--- config.mk ---
export PLATFORM = sky130hd
export DESIGN_NAME = gpca_pipeline
export DESIGN_NICKNAME = d
export VERILOG_FILES = /design/src/rtl/gpca_pkg.sv /design/src/rtl/gpca_row.sv /design/src/rtl/gpca_pipeline.sv
export SDC_FILE = /design/constraint.sdc
export NUM_CORES = 2
export LEC_CHECK = 0
export BUFFER_PORTS_ARGS = -buffer_cell sky130_fd_sc_hd__buf_2
export CAP_MARGIN = 15
export CORE_UTILIZATION = 30
export DETAILED_ROUTE_END_ITERATION = 16
export GPL_ROUTABILITY_DRIVEN = 0
export HOLD_SLACK_MARGIN = 0.08
export PLACE_DENSITY_LB_ADDON = 0.12
export SLEW_MARGIN = 15
export SYNTH_ARGS = -nofsm -noshare
export SYNTH_HDL_FRONTEND = slang
export SYNTH_HIERARCHICAL = 1
export SYNTH_SLANG_ARGS = --single-unit
--- constraint.sdc ---
create_clock -name clk -period 5.7 [get_ports clk]
set_clock_uncertainty 0.15 [all_clocks]
set_input_delay 1.14 -clock clk [delete_from_list [all_inputs] [get_ports clk]]
set_output_delay 1.14 -clock clk [all_outputs]
set_load 0.005 [all_outputs]
--- src/rtl/gpca_pkg.sv ---
// Shared widths, mode encoding and the per-stage payload of the GPCA pipeline.
package gpca_pkg;

    localparam int ROWS   = 9;
    localparam int WIDTH  = 19;
    localparam int AWIDTH = 18;
    localparam int RWIDTH = WIDTH + 1;
    // Wide enough for B << 8 (27 bits) plus a sign bit for trial subtraction.
    localparam int TWIDTH = 28;

    typedef enum logic [1:0] {
        MODE_MAC  = 2'd0,
        MODE_DIV  = 2'd1,
        MODE_SQRT = 2'd2
    } mode_e;

    typedef struct packed {
        mode_e             mode;
        logic [RWIDTH-1:0] rem;
        logic [ROWS-1:0]   fbits;
        logic [ROWS-1:0]   p;
        logic [WIDTH-1:0]  b;
        logic [AWIDTH-1:0] a;
    } stage_t;

endpackage

--- src/rtl/gpca_row.sv ---
// One controlled add/subtract row of the array and its stage register.
// Row ROW works at bit weight 2^(ROWS-ROW) of the multiplier / quotient / root.
module gpca_row
    import gpca_pkg::*;
#(
    parameter int ROW = 1
) (
    input  logic   clk,
    input  logic   rst_n,
    input  stage_t stage_i,
    output stage_t stage_o
);

    localparam int K = ROWS - ROW;

    stage_t            stage_d;
    stage_t            stage_q;
    logic [TWIDTH-1:0] rem_wide;
    logic [TWIDTH-1:0] trial_div;
    logic [TWIDTH-1:0] trial_sqrt;
    logic [TWIDTH-1:0] diff_div;
    logic [TWIDTH-1:0] diff_sqrt;

    always_comb begin
        rem_wide   = TWIDTH'(stage_i.rem);
        trial_div  = TWIDTH'(stage_i.b) << K;
        // Root bits already resolved sit above weight 2^K, so (2F+1)*4^K in absolute terms.
        trial_sqrt = (TWIDTH'(stage_i.fbits) << (K + 1)) + (TWIDTH'(1) << (2 * K));
        diff_div   = rem_wide - trial_div;
        diff_sqrt  = rem_wide - trial_sqrt;

        stage_d = stage_i;
        case (stage_i.mode)
            MODE_MAC: begin
                if (stage_i.p[K]) begin
                    stage_d.rem = stage_i.rem + (RWIDTH'(stage_i.b) << K);
                end
            end
            MODE_DIV: begin
                if (!diff_div[TWIDTH-1]) begin
                    stage_d.rem      = RWIDTH'(diff_div);
                    stage_d.fbits[K] = 1'b1;
                end
            end
            MODE_SQRT: begin
                if (!diff_sqrt[TWIDTH-1]) begin
                    stage_d.rem      = RWIDTH'(diff_sqrt);
                    stage_d.fbits[K] = 1'b1;
                end
            end
            default: begin
                stage_d = stage_i;
            end
        endcase
    end

    always_ff @(posedge clk or negedge rst_n) begin
        if (!rst_n) begin
            stage_q <= '0;
        end else begin
            stage_q <= stage_d;
        end
    end

    assign stage_o = stage_q;

endmodule

--- src/rtl/gpca_pipeline.sv ---
// Nine-row pipelined GPCA: multiply/accumulate, square root and divide on one
// array. Input decode register followed by one registered row per result bit.
module gpca_pipeline
    import gpca_pkg::*;
(
    input  logic              clk,
    input  logic              rst_n,
    input  logic              X,
    input  logic [1:ROWS]     P,
    input  logic [1:AWIDTH]   A,
    input  logic [1:WIDTH]    B,
    input  logic [1:WIDTH]    C,
    output logic [1:ROWS]     F,
    output logic [1:WIDTH]    S
);

    stage_t in_d;
    stage_t in_q;
    stage_t stage [0:ROWS];
    logic   unused_tail;

    // The mode is fixed here and carried with the operation, so mixed streams never interfere.
    always_comb begin
        in_d       = '0;
        in_d.p     = P;
        in_d.b     = B;
        in_d.a     = A;
        in_d.fbits = '0;
        if (!X) begin
            in_d.mode = MODE_MAC;
            in_d.rem  = RWIDTH'(A) + RWIDTH'(C);
        end else if (C == B) begin
            in_d.mode = MODE_DIV;
            in_d.rem  = RWIDTH'(A);
        end else begin
            in_d.mode = MODE_SQRT;
            in_d.rem  = RWIDTH'(A);
        end
    end

    always_ff @(posedge clk or negedge rst_n) begin
        if (!rst_n) begin
            in_q <= '0;
        end else begin
            in_q <= in_d;
        end
    end

    assign stage[0] = in_q;

    generate
        for (genvar gi = 1; gi <= ROWS; gi++) begin : g_row
            gpca_row #(
                .ROW(gi)
            ) u_row (
                .clk     (clk),
                .rst_n   (rst_n),
                .stage_i (stage[gi-1]),
                .stage_o (stage[gi])
            );
        end
    endgenerate

    assign F = stage[ROWS].fbits;
    assign S = stage[ROWS].rem[WIDTH-1:0];

    // Payload past the last row has no consumer.
    assign unused_tail = ^{stage[ROWS].rem[RWIDTH-1], stage[ROWS].mode,
                           stage[ROWS].p, stage[ROWS].b, stage[ROWS].a};

endmodule

==> flow_summary.ini <==
[routing]
drtIter0Drc = 2760
wirelength_um = 149000
drt_drc_violations_left = 0
wire_length_per_cell_um = 21.1
vias = 37400
ant_nets_after_route = 0
first_pass_iters = 8
number_of_vias_per_cell = 5.32

[worst_setup_path]
timing.critical_path.cells = inv_1, ha_1, fa_1, nand2b_1, a21oi_2, o21ai_1, a2111oi_2, o21ai_0, nor2_1, a211oi_1, o221ai_1
timing.critical_path.arrival_ps = 4550
worstSetupStartpointType = flop
setup.worst_path.class = reg2reg
timing.critical_path.to_type = flop
critPathMaxStageDelay_ps = 710
slowest_stage = nor2_1
rrSetupSlack_ps = 1550
timing.rr.start = g_row[8].u_row/stage_o[55]$_DFF_PN0_
cpLargestDelayFamily = compound AO/OA/AOI/OAI gates
cp_max_fo = 8
timing.rr.end = g_row[9].u_row/stage_o[66]$_DFF_PN0_
cp_data_required_time_ps = 6100
worst-path-buf-inv = 1
r2r_cells = 11

[floorplanning]
initial_utilization = 0.303
boundaryPins = 96
die_h_um = 386
row_count = 140
coreArea_sq_um = 146000
die_w_um = 386
die-area_sq_um = 149000

[clocking]
htree_num_levels = 3
cts.repair.resized = 0
clock_insertion_delay_worst_skew_ps = 670
postCtsSetupBuffers = 0
clkTransAtPathRegs_ps = 60
clock_tree.buffer_depth = 3
cts.sinks = 514
cts_root_buffer = clkbuf_16
tritoncts.num_buffers = 66
tritoncts = built
cts-hold-fix-buffers = 0

[sta]
grt_setup_unrepaired = false
timing.setup.tns_ps = 0
slew_viol_final = 0
fin_hold_viols = 0
setup_violations = 0
final_critical_path_setup_slack_ps = 1550
fin_hold_ws_ps = 183
finalCriticalPeriod_ps = 4150
final_min_period_over_clock_period = 0.728
relSlewSlack = 0.114
timing_worst_slew_pin_value_ps = 1300
maxClockFrequency_mhz = 241

[grt]
antenna_violations_before_repair = 10
global_route.usage.total = 0.197
grt_overflow_total = 0
grt_max_degree = 130
grt_first_pass_wirelength_um = 225000
number_of_global_route_vias_before_repair = 35900

[yosys]
synthCells = 5056
mapped_area_sq_um = 44200
synth.yosys.warnings = 6
postSynthAreaPerCell_sq_um = 8.74

[pwr]
design_power_total_mw = 27.0
power_density_over_the_cells_nw_per_um2 = 555
peakVddDrop_uv = 223
leakagePower_nw = 22.0

[placed_design]
placement.io_buffers = 95
hpwlAfterDp_um = 119000
pre_cts_ws_ps = 1680
placement.cell_area_sq_um = 46400

[hold_path]
hold_path.startpoint = g_row[4].u_row/stage_o[37]$_DFF_PN0_
timing.hold.worst_path_depth = 0
hold-path-endpoint = g_row[5].u_row/stage_o[37]$_DFF_PN0_
worstHoldPathType = reg2reg

[final_layout]
final_area_sq_um = 48700
area_taken_by_multi_input_logic_gates_sq_um = 28400
regArea_sq_um = 12900
drive_gt1_frac = 0.0828
num-nets-final = 5688
areaGrowthSynthToFinish_pct = 10.3
filler_cell_count = 15200

[flow_run]
maxCapViolations = 0

[run_status]
status = finished clean
[per-stage QoR]
step | util | std cells
after detailed placement | 0.318 | 6918
final | 0.334 | 7037
after global routing | 0.334 | 7036
after CTS | 0.334 | 7036
after global placement | 0.318 | 6918
after floorplan | - | 5075
[cell usage in the layout, fill, tap and decap left out, types with 50 or more instances in the layout]
| cell type | n |
|---|---|
| nand3_1 | 93 |
| a21oi_1 | 382 |
| o211ai_1 | 50 |
| inv_1 | 541 |
| dfrtp_1 | 514 |
| nor3_1 | 121 |
| nor2b_1 | 57 |
| nor2_1 | 381 |
| ha_1 | 531 |
| nand2b_1 | 71 |
| a21o_1 | 95 |
| nand2_1 | 269 |
| mux2i_1 | 54 |
| o21a_1 | 61 |
| clkbuf_16 | 68 |
| xor2_1 | 100 |
| xnor2_1 | 217 |
| buf_2 | 94 |
| a211oi_1 | 60 |
| o21ai_0 | 241 |
[worst max-delay path by stage]
| stage | from | slack, ps | cells past startpoint | endpoint |
|---|---|---|---|---|
| 6_report | g_row[8].u_row/stage_o[55]$_DFF_PN0_ | 1550 | 11 | g_row[9].u_row/stage_o[66]$_DFF_PN0_ |
| 5_1_grt | g_row[8].u_row/stage_o[55]$_DFF_PN0_ | 1250 | 11 | g_row[9].u_row/stage_o[66]$_DFF_PN0_ |
| 4_1_cts | g_row[6].u_row/stage_o[62]$_DFF_PN0_ | 1690 | 12 | g_row[7].u_row/stage_o[74]$_DFF_PN0_ |
| 3_5_place_dp | g_row[6].u_row/stage_o[62]$_DFF_PN0_ | 1680 | 12 | g_row[7].u_row/stage_o[74]$_DFF_PN0_ |
| 3_3_place_gp | g_row[6].u_row/stage_o[59]$_DFF_PN0_ | 1670 | 13 | g_row[7].u_row/stage_o[74]$_DFF_PN0_ |
| 2_1_floorplan | g_row[6].u_row/stage_o[58]$_DFF_PN0_ | 2410 | 11 | g_row[7].u_row/stage_o[70]$_DFF_PN0_ |
[power by group]
part	internal, mW	leakage [nW]	switching [mW]	total, mW
Combinational	7.04	14.8	9.71	16.8
Sequential	4.39	6.12	1.39	5.78
Clock	2.73	1.13	1.76	4.50
Total	14.2	22.0	12.9	27.0
[state kept, by name, indices dropped and copies added (netlist names)]
register             count
g_row.u_row/stage_o    464
in_q                    50
[cell type report]
| class | instances | share of cell area |
|---|---|---|
| well taps | 1917 | 0.0492 |
| diodes | 1 | 0.0000514 |
| multi-input cells | 3816 | 0.582 |
| clock inverters | 30 | 0.00899 |
| repair buffers | 118 | 0.0143 |
| flip-flops and latches | 514 | 0.264 |
| inverters | 553 | 0.0426 |
| clock buffers | 88 | 0.0385 |
[metal layers]
layer | global-route usage | part of all wire | vias up | wire length [um]
met4 | 0.0399 | 0.018 | 2 | 2630
met5 | 0 | 0.00010 | - | 15
li1 | - | - | 18200 | -
met2 | 0.313 | 0.45 | 883 | 67400
met3 | 0.0265 | 0.045 | 153 | 6750
met1 | 0.284 | 0.48 | 18200 | 71900
[worst register-to-register path, cell delays in order (launching register included)]
cell       delay, ps
dfrtp_1          480
inv_1            120
ha_1             230
fa_1             410
nand2b_1         200
a21oi_2          290
o21ai_1          200
a2111oi_2        420
o21ai_0          430
nor2_1           710
a211oi_1         170
o221ai_1         240
Note: power is estimated with default switching activity, not from simulation.
